===== src/rtl/flow_upsample_2x.sv =====
// 2x nearest-neighbour optical-flow upsampler between pyramid levels; each coarse vector is doubled
// and replicated into its 2x2 fine block. Define FLOW_UPSAMPLE_SAT_EN to saturate the doubling.
module flow_upsample_2x #(
    parameter int unsigned IMAGE_WIDTH  = 320,
    parameter int unsigned IMAGE_HEIGHT = 240,
    parameter int unsigned FLOW_W       = 16,
    parameter int unsigned ADDR_W       = 17
) (
    input  logic                  clk,
    input  logic                  rst_n,
    input  logic                  start,
    input  logic [1:0]            level,
    output logic                  busy,
    output logic                  done,
    output logic                  src_rd_en,
    output logic [ADDR_W-1:0]     src_rd_addr,
    input  logic [2*FLOW_W-1:0]   src_rd_data,
    output logic                  dst_wr_en,
    output logic [ADDR_W-1:0]     dst_wr_addr,
    output logic [2*FLOW_W-1:0]   dst_wr_data
);

    localparam int unsigned DATA_W   = 2 * FLOW_W;
    localparam int unsigned L0_WS_M1 = IMAGE_WIDTH / 4 - 1;
    localparam int unsigned L0_HS_M1 = IMAGE_HEIGHT / 4 - 1;
    localparam int unsigned L1_WS_M1 = IMAGE_WIDTH / 2 - 1;
    localparam int unsigned L1_HS_M1 = IMAGE_HEIGHT / 2 - 1;
    localparam int unsigned L0_WD    = IMAGE_WIDTH / 2;
    localparam int unsigned L1_WD    = IMAGE_WIDTH;

    typedef enum logic [2:0] {
        ST_IDLE,
        ST_READ,
        ST_WAIT,
        ST_WRITE,
        ST_DONE
    } state_e;

    state_e              state_q, state_d;
    logic                level_q, level_d;
    logic [ADDR_W-1:0]   x_q, x_d;
    logic [ADDR_W-1:0]   y_q, y_d;
    logic [1:0]          k_q, k_d;
    logic [ADDR_W-1:0]   blk_base_q, blk_base_d;
    logic                busy_q, busy_d;
    logic                done_q, done_d;
    logic                src_rd_en_q, src_rd_en_d;
    logic [ADDR_W-1:0]   src_rd_addr_q, src_rd_addr_d;
    logic                dst_wr_en_q, dst_wr_en_d;
    logic [ADDR_W-1:0]   dst_wr_addr_q, dst_wr_addr_d;
    logic [DATA_W-1:0]   dst_wr_data_q, dst_wr_data_d;

    logic [ADDR_W-1:0]   ws_m1;
    logic [ADDR_W-1:0]   hs_m1;
    logic [ADDR_W-1:0]   wd;
    logic                last_px;

    // Doubling of one signed component; saturating or wrapping depending on build
    function automatic logic [FLOW_W-1:0] dbl(input logic [FLOW_W-1:0] a);
`ifdef FLOW_UPSAMPLE_SAT_EN
        if (a[FLOW_W-1] != a[FLOW_W-2]) begin
            dbl = a[FLOW_W-1] ? {1'b1, {(FLOW_W-1){1'b0}}} : {1'b0, {(FLOW_W-1){1'b1}}};
        end else begin
            dbl = {a[FLOW_W-2:0], 1'b0};
        end
`else
        dbl = {a[FLOW_W-2:0], 1'b0};
`endif
    endfunction

    assign ws_m1   = level_q ? ADDR_W'(L1_WS_M1) : ADDR_W'(L0_WS_M1);
    assign hs_m1   = level_q ? ADDR_W'(L1_HS_M1) : ADDR_W'(L0_HS_M1);
    assign wd      = level_q ? ADDR_W'(L1_WD)    : ADDR_W'(L0_WD);
    assign last_px = (x_q == ws_m1) && (y_q == hs_m1);

    // Next-state, counters and registered-output decode
    always_comb begin
        state_d       = state_q;
        level_d       = level_q;
        x_d           = x_q;
        y_d           = y_q;
        k_d           = k_q;
        blk_base_d    = blk_base_q;
        src_rd_addr_d = src_rd_addr_q;
        dst_wr_addr_d = dst_wr_addr_q;
        dst_wr_data_d = dst_wr_data_q;

        case (state_q)
            ST_IDLE: begin
                if (start) begin
                    if (!level[1]) begin
                        state_d       = ST_READ;
                        level_d       = level[0];
                        x_d           = '0;
                        y_d           = '0;
                        k_d           = '0;
                        blk_base_d    = '0;
                        src_rd_addr_d = '0;
                    end else begin
                        state_d = ST_DONE;
                    end
                end
            end
            ST_READ: state_d = ST_WAIT;
            ST_WAIT: begin
                state_d       = ST_WRITE;
                k_d           = '0;
                dst_wr_data_d = {dbl(src_rd_data[DATA_W-1:FLOW_W]), dbl(src_rd_data[FLOW_W-1:0])};
            end
            ST_WRITE: begin
                k_d = k_q + 2'd1;
                if (k_q == 2'd3) begin
                    if (last_px) begin
                        state_d = ST_DONE;
                    end else begin
                        state_d       = ST_READ;
                        src_rd_addr_d = src_rd_addr_q + ADDR_W'(1);
                        if (x_q == ws_m1) begin
                            x_d        = '0;
                            y_d        = y_q + ADDR_W'(1);
                            blk_base_d = blk_base_q + wd + ADDR_W'(2);
                        end else begin
                            x_d        = x_q + ADDR_W'(1);
                            blk_base_d = blk_base_q + ADDR_W'(2);
                        end
                    end
                end
            end
            ST_DONE: state_d = ST_IDLE;
            default: state_d = ST_IDLE;
        endcase

        // 2x2 block order: (0,0), (1,0), (0,1), (1,1)
        if (state_d == ST_WRITE) begin
            unique case (k_d)
                2'd0: dst_wr_addr_d = blk_base_q;
                2'd1: dst_wr_addr_d = blk_base_q + ADDR_W'(1);
                2'd2: dst_wr_addr_d = blk_base_q + wd;
                2'd3: dst_wr_addr_d = blk_base_q + wd + ADDR_W'(1);
            endcase
        end

        busy_d      = (state_d == ST_READ) || (state_d == ST_WAIT) || (state_d == ST_WRITE);
        done_d      = (state_d == ST_DONE);
        src_rd_en_d = (state_d == ST_READ);
        dst_wr_en_d = (state_d == ST_WRITE);
    end

    always_ff @(posedge clk or negedge rst_n) begin
        if (!rst_n) begin
            state_q       <= ST_IDLE;
            level_q       <= 1'b0;
            x_q           <= '0;
            y_q           <= '0;
            k_q           <= '0;
            blk_base_q    <= '0;
            busy_q        <= 1'b0;
            done_q        <= 1'b0;
            src_rd_en_q   <= 1'b0;
            src_rd_addr_q <= '0;
            dst_wr_en_q   <= 1'b0;
            dst_wr_addr_q <= '0;
            dst_wr_data_q <= '0;
        end else begin
            state_q       <= state_d;
            level_q       <= level_d;
            x_q           <= x_d;
            y_q           <= y_d;
            k_q           <= k_d;
            blk_base_q    <= blk_base_d;
            busy_q        <= busy_d;
            done_q        <= done_d;
            src_rd_en_q   <= src_rd_en_d;
            src_rd_addr_q <= src_rd_addr_d;
            dst_wr_en_q   <= dst_wr_en_d;
            dst_wr_addr_q <= dst_wr_addr_d;
            dst_wr_data_q <= dst_wr_data_d;
        end
    end

    assign busy        = busy_q;
    assign done        = done_q;
    assign src_rd_en   = src_rd_en_q;
    assign src_rd_addr = src_rd_addr_q;
    assign dst_wr_en   = dst_wr_en_q;
    assign dst_wr_addr = dst_wr_addr_q;
    assign dst_wr_data = dst_wr_data_q;

endmodule


===== config.mk =====
export PLATFORM = sky130hd
export DESIGN_NAME = flow_upsample_2x
export DESIGN_NICKNAME = d
export VERILOG_FILES = /design/src/rtl/flow_upsample_2x.sv
export SDC_FILE = /design/constraint.sdc
export NUM_CORES = 1
export LEC_CHECK = 0
export BUFFER_PORTS_ARGS = -buffer_cell sky130_fd_sc_hd__buf_4
export CELL_PAD_IN_SITES_DETAIL_PLACEMENT = 1
export CELL_PAD_IN_SITES_GLOBAL_PLACEMENT = 2
export CORE_ASPECT_RATIO = 0.8
export CORE_MARGIN = 2
export CORE_UTILIZATION = 40
export CTS_BUF_LIST = sky130_fd_sc_hd__clkbuf_8
export DETAILED_ROUTE_END_ITERATION = 10
export GPL_TIMING_DRIVEN = 1
export PLACE_DENSITY = 0.9
export SYNTH_ARGS = -nofsm -noshare
export SYNTH_HDL_FRONTEND = slang
export SYNTH_SLANG_ARGS = --single-unit

===== constraint.sdc =====
create_clock -name clk -period 4.7 [get_ports clk]
set_input_delay 0.705 -clock clk [delete_from_list [all_inputs] [get_ports clk]]
set_output_delay 0.705 -clock clk [all_outputs]
set_load 0.01 [all_outputs]

; ---- Yosys cells after proc, flatten, opt, wreduce, memory -nomap -nowiden
; Cells that the tools add are included.
[totals]
regBits = 125
in_bits = 37
output_inout_bits = 70
word_cells = 79
[classes]
addsub = 9
eq_ne = 18
mux = 29
bitwise_logic = 1
n_reduce_logical = 9
[ops]
columns = op, n
row1 = two-way mux 17 bit, 13
row2 = one-hot mux 17 bit (2 select lines), 4
row3 = "adder 17 x 1 -> 17 bit, second input constant", 5
row4 = one-hot mux 17 bit (4 select lines), 1
row5 = "adder 17 x 2 -> 17 bit, second input constant", 2
row6 = adder 17 x 9 -> 17 bit, 1
row7 = equality test 17 x 7 -> 1 bit, 1
row8 = equality test 17 x 8 -> 1 bit, 1
row9 = "equality test 3 x 2 -> 1 bit, second input constant", 4
row10 = two-way mux 3 bit, 4
row11 = one-hot mux 3 bit (4 select lines), 1
row12 = "!= test 2 bit, second input constant", 5
row13 = two-way mux 9 bit, 1
row14 = two-way mux 8 bit, 1
row15 = two-way mux 7 bit, 1
row16 = "equality test 2 bit, second input constant", 3
row17 = "equality test 3 x 1 -> 1 bit, second input constant", 2
row18 = one-hot mux 2 bit (3 select lines), 1
row19 = AND reduction 6 bit, 1
row20 = AND reduction 5 bit, 1
row21 = two-way mux 2 bit, 2
row22 = "equality test 3 bit, second input constant", 1
row23 = logical NOT 3 bit, 1
row24 = AND reduction 3 bit, 1
row25 = 7 further kinds, 8

; ---- Longest topological paths before layout
[depth]
word_depth = 9
ltp_mapped = 12
mapped_depth_nobuf = 12

; ---- Worst setup path before layout
; No wires, ideal clock.
[synth_timing]
path_type = flip-flop to flip-flop
from = reg level_q
to = reg blk_base_q[14]
setup_ps = 76
t_arrival_ps = 2656
required_time_ps = 4624
setup_slack_ps = 1968
stages_incl_launch_ff = 13
path_buffers = 0
period_less_slack_ps = 2732
cell_sequence = dfrtp_1 inv_1 ha_1 inv_1 fa_1 nor2b_1 o311ai_0 and3_1 o21ai_0 a21bo_2 nand4_2 a211o_1 o21ai_1
[synth_via]
elab_chain_len = 7
word_cells_on_any_way = 14
classes_between = add/sub (2) / eq/ne (3) / mux (7) / reduce/logical (2)
[synth_rtl]
columns = item, line
row1 = "start, declared", 40  ; logic level_q, level_d;
row2 = "start signal, assigned", 166  ; level_q <= level_d;
row3 = two-way mux 9 bit, 73  ; assign wd = level_q ? ADDR_W'(L1_WD) : ADDR_W'(L0_WD);
row4 = adder 17 x 9 -> 17 bit, 121  ; blk_base_d = blk_base_q + wd + ADDR_W'(2);
row5 = adder 17 x 2 -> 17 bit, 121
row6 = two-way mux 17 bit, 118  ; if (x_q == ws_m1) begin
row7 = two-way mux 17 bit, 113  ; if (last_px) begin
row8 = two-way mux 17 bit, 112  ; if (k_q == 2'd3) begin
row9 = one-hot mux 17 bit (2 select lines), 88  ; case (state_q)
row10 = "end signal, assigned", 170  ; blk_base_q <= blk_base_d;
row11 = "end, declared", 44  ; logic [ADDR_W-1:0] blk_base_q, blk_base_d;
; Parallel ways exist; a longest one is shown, timed or not. The select of a mux whose other input is x is not followed.
; A chain may end at the register's enable or synchronous reset.

; ---- Worst setup path after layout
[layout_timing]
from = reg x_q[0]
to = reg src_rd_addr_q[15] (netlist: src_rd_addr[15])
[layout_via]
elab_chain_len = 4
[layout_rtl]
columns = item, line
row1 = "start, declared", 41  ; logic [ADDR_W-1:0] x_q, x_d;
row2 = "start signal, assigned", 153  ; x_q <= '0;
row3 = "start signal, assigned", 167  ; x_q <= x_d;
row4 = equality test 17 x 8 -> 1 bit, 74  ; assign last_px = (x_q == ws_m1) && (y_q == hs_m1);
row5 = logical AND 1 bit, 74
row6 = != test 2 bit (no source line), --
row7 = AND reduction 5 bit (no source line), --
row8 = "end signal, assigned", 174  ; src_rd_addr_q <= src_rd_addr_d;
row9 = "end, declared", 48  ; logic [ADDR_W-1:0] src_rd_addr_q, src_rd_addr_d;
; No other way between the ends.

==> metrics <==
R2R Path Start=x_q[0]$_DFFE_PN0P_; first-pass GRT wire length=about 29,000 um; R2R setup slack=about 1.4 ns; clock insertion delay at the later pin of the skew report=roughly 0.46 ns; fin nets=just under 800; Total GRT Usage=around a fifth; PortBufs=around 100; hold_buf cts=0; Max-Cap Viols=0; Clock Sinks=between 100 and 150; setup_tns=0 ns; Max Freq=slightly above 300 MHz; critical-path cell list=ha_1, and3_1, nand4_1, nor4_2, o31a_2, inv_2, nand4_1, or3_1, a21oi_1; synthesized instance count=roughly 650; Pins Over Slew Limit=0; Switching Fraction=~38%; DIE HEIGHT=about 120 um; CP Class=reg2reg; Die Width=146 um; DRC Markers=0; Min Hold Slack=between 0.2 and 0.3 ns; P_leak=around 3.5 nW; ant diodes=0; Mean Syn Cell Area=9.97 um2; post-CTS setup buffers=0; RSZ-0062 raised after global routing=no; pin count of the biggest net entering global routing=between 40 and 50; Core Box Area=approximately 16,000 um2; FILL cells=1,857; hpwl dp=~13,000 um; mapped cell area=between 6000 and 7000 um2; Req. time, crit path=approximately 5.1 ns; register area share after synthesis=about 48%; Post-synth EDFFs=0; Worst setup SP type=flip-flop; # rows=41; flops & latches, synth=124; RR Endpoint=src_rd_addr[15]$_DFFE_PN0P_; M1 WL=8340 um; largest stage delay on the critical path=between 0.4 and 0.5 ns; initial core utilization=between 40% and 50%; Worst slew margin=approximately two fifths; Initial DRT Pass Iterations=7; Critical Path Most Common Cell=nand4_1; Worst IR Drop VDD=0.224 mV; CTS tree=yes; placed cell areas=about 7400 um2; H-tree levels=4; Top FF cell, synth=dfrtp_1; Net Sw Power=approximately 1.6 mW; post_cts resized=0; met3 wire len=607 um; critical path capture point type=flip-flop; met2 wire len=8610 um; Root Driver=clkbuf_8; Setup-failing EPs final=0; layout cells sized above 1=26.1%; Logic pwr share=between 30% and 40%; status=complete, no violations; CTS buffer count=17; vias in the first global route=between 5,000 and 6,000; Final Cycle Share=a little over two thirds; final WL=17,800 um; finished layout cell area=approximately 7800 um2; Top Metal Used=met4; unique cell type count in the Yosys netlist=71; clock slew at reported path FFs=around 0.08 ns; drt via density=~5.4; clock buffer depth=2; clk_skew=about 0.015 ns; Crit Path Max Fanout=25; R2R depth=9; Pwr Density=between 500 and 600 nW/um2; total gr overflow=0; CP arrival=about 3.7 ns; initial antenna violation count=0; routed len/inst=~18 um; fin cells=around 980; die area=around 17,000 um2; Int Pwr=approximately 2.6 mW; Placed Cells=between 900 and 1,000; ys async rst share=100%; Clk pwr share=24.4%; post-placement setup slack=1.44 ns; Yosys warnings=0; Synth-to-Final Area Change=20.8%; Final ANT Viol Nets=0; Max stage delay cell, worst path=or3_1; most frequent cells in the layout=124 x dfrtp_1, 110 x buf_4, 66 x nand2_1, 52 x nor2_1, 46 x o21ai_0; final worst setup slack=1.43 ns; DRT iter0 DRCs=about 220; Flop pwr share=between 30% and 40%; global placer's final weighted congestion=around 0.89; Hold Vio Cnt, Final=0; most common cell after layout, fill and taps aside=dfrtp_1; IO Count=107; via count=between 5,000 and 6,000; Tmin final=3.27 ns; slew of the pin with the lowest slew margin=between 0.9 and 1 ns; class of the worst hold path=in2async
kinds of logic after synthesis:
kind of cell	synth area share (%)
AOI/OAI and AO/OA	11.8
other	0.0580
DFF	48.0
xor gates and xnor gates	6.79
and+or+nand+nor	20.2
buffers and inverters	4.28
adders and majority gates	2.05
muxes	6.83
power groups by stage:
stage	Clock [mW]	Sequential, mW	Combinational [mW]
after floorplan	0	1.63	0.896
after global placement	0	1.58	1.52
after detailed placement	0	1.62	1.59
after CTS	1.05	1.60	1.60
after global routing	1.09	1.64	1.73
final	1.03	1.60	1.59
worst max-delay path: cells and delay by family, from the launching register on:
kind | cells | cell delay (ns)
compound gates | 2 | 0.48
fa+ha+maj | 1 | 0.22
buf+inv | 1 | 0.38
flops | 1 | 0.41
simple gates | 5 | 1.71
state kept, by name (all words and copies together), names as in the netlist:
signal and flops:
dst_wr_addr 17, busy 1, y_q 17, level_q 1, src_rd_en 1, x_q 17
dst_wr_en 1, k_q 2, state_q 3, blk_base_q 16, done 1, src_rd_addr 17
dst_wr_data 30
per-stage QoR:
stage / util, % / power (mW)
after floorplan: - / 2.53
after global placement: 46.7 / 3.11
after detailed placement: 46.7 / 3.21
after CTS: 49.5 / 4.25
after global routing: 49.5 / 4.46
final: 49.5 / 4.21
area by class of cell:
type	instances	area [um2]	share of cell area, %
Sequential cell	124	3100	39.7
Clock buffer	20	275	3.52
Inverter	20	75.1	0.961
Clock inverter	12	161	2.07
Multi-Input combinational cell	475	3110	39.7
Timing Repair Buffer	110	826	10.6
Tap cell	215	269	3.44
worst max path at each step:
stage	start	endpoint	slack [ns]	cells after the start
3_5_place_dp	level[1]	src_rd_addr[15]$_DFFE_PN0P_	1.44	7
5_1_grt	x_q[11]$_DFFE_PN0P_	src_rd_addr[13]$_DFFE_PN0P_	1.21	8
4_1_cts	x_q[0]$_DFFE_PN0P_	src_rd_addr[15]$_DFFE_PN0P_	1.43	9
6_report	x_q[0]$_DFFE_PN0P_	src_rd_addr[15]$_DFFE_PN0P_	1.43	9
2_1_floorplan	level_q$_DFFE_PN0P_	blk_base_q[14]$_DFFE_PN0P_	1.97	12
3_3_place_gp	level[1]	src_rd_addr[13]$_DFFE_PN0P_	1.52	7
synthesized netlist by cell type (5+ instances only):
library cell | count | area share [%]
dfrtp_1 | 124 | 48
nand2_1 | 66 | 3.8
nor2_1 | 53 | 3.1
o21ai_0 | 46 | 3.6
nand3_1 | 36 | 2.8
mux2_2 | 33 | 5.7
a21oi_1 | 29 | 2.2
xor2_1 | 24 | 3.3
xnor2_1 | 23 | 3.1
inv_1 | 19 | 1.1
and3_1 | 15 | 1.5
nand4_1 | 15 | 1.5
or3_1 | 12 | 1.2
clkbuf_1 | 11 | 0.64
ha_1 | 9 | 1.7
nor4_1 | 8 | 0.77
buf_2 | 7 | 0.54
mux2i_1 | 7 | 1.1
and2_1 | 6 | 0.58
nor2b_1 | 6 | 0.58
nor3_1 | 6 | 0.46
a31oi_1 | 5 | 0.48
clkbuf_8 | 5 | 1.1
o21ai_1 | 5 | 0.39
layer usage:
layer / track usage, % / up-vias
li1: - / 2491
met1: 28.1 / 2687
met2: 35.2 / 86
met3: 5.12 / 19
met4: 5.40 / 0
met5: 0 / -
No activity file was read; power rests on OpenSTA's default activity.
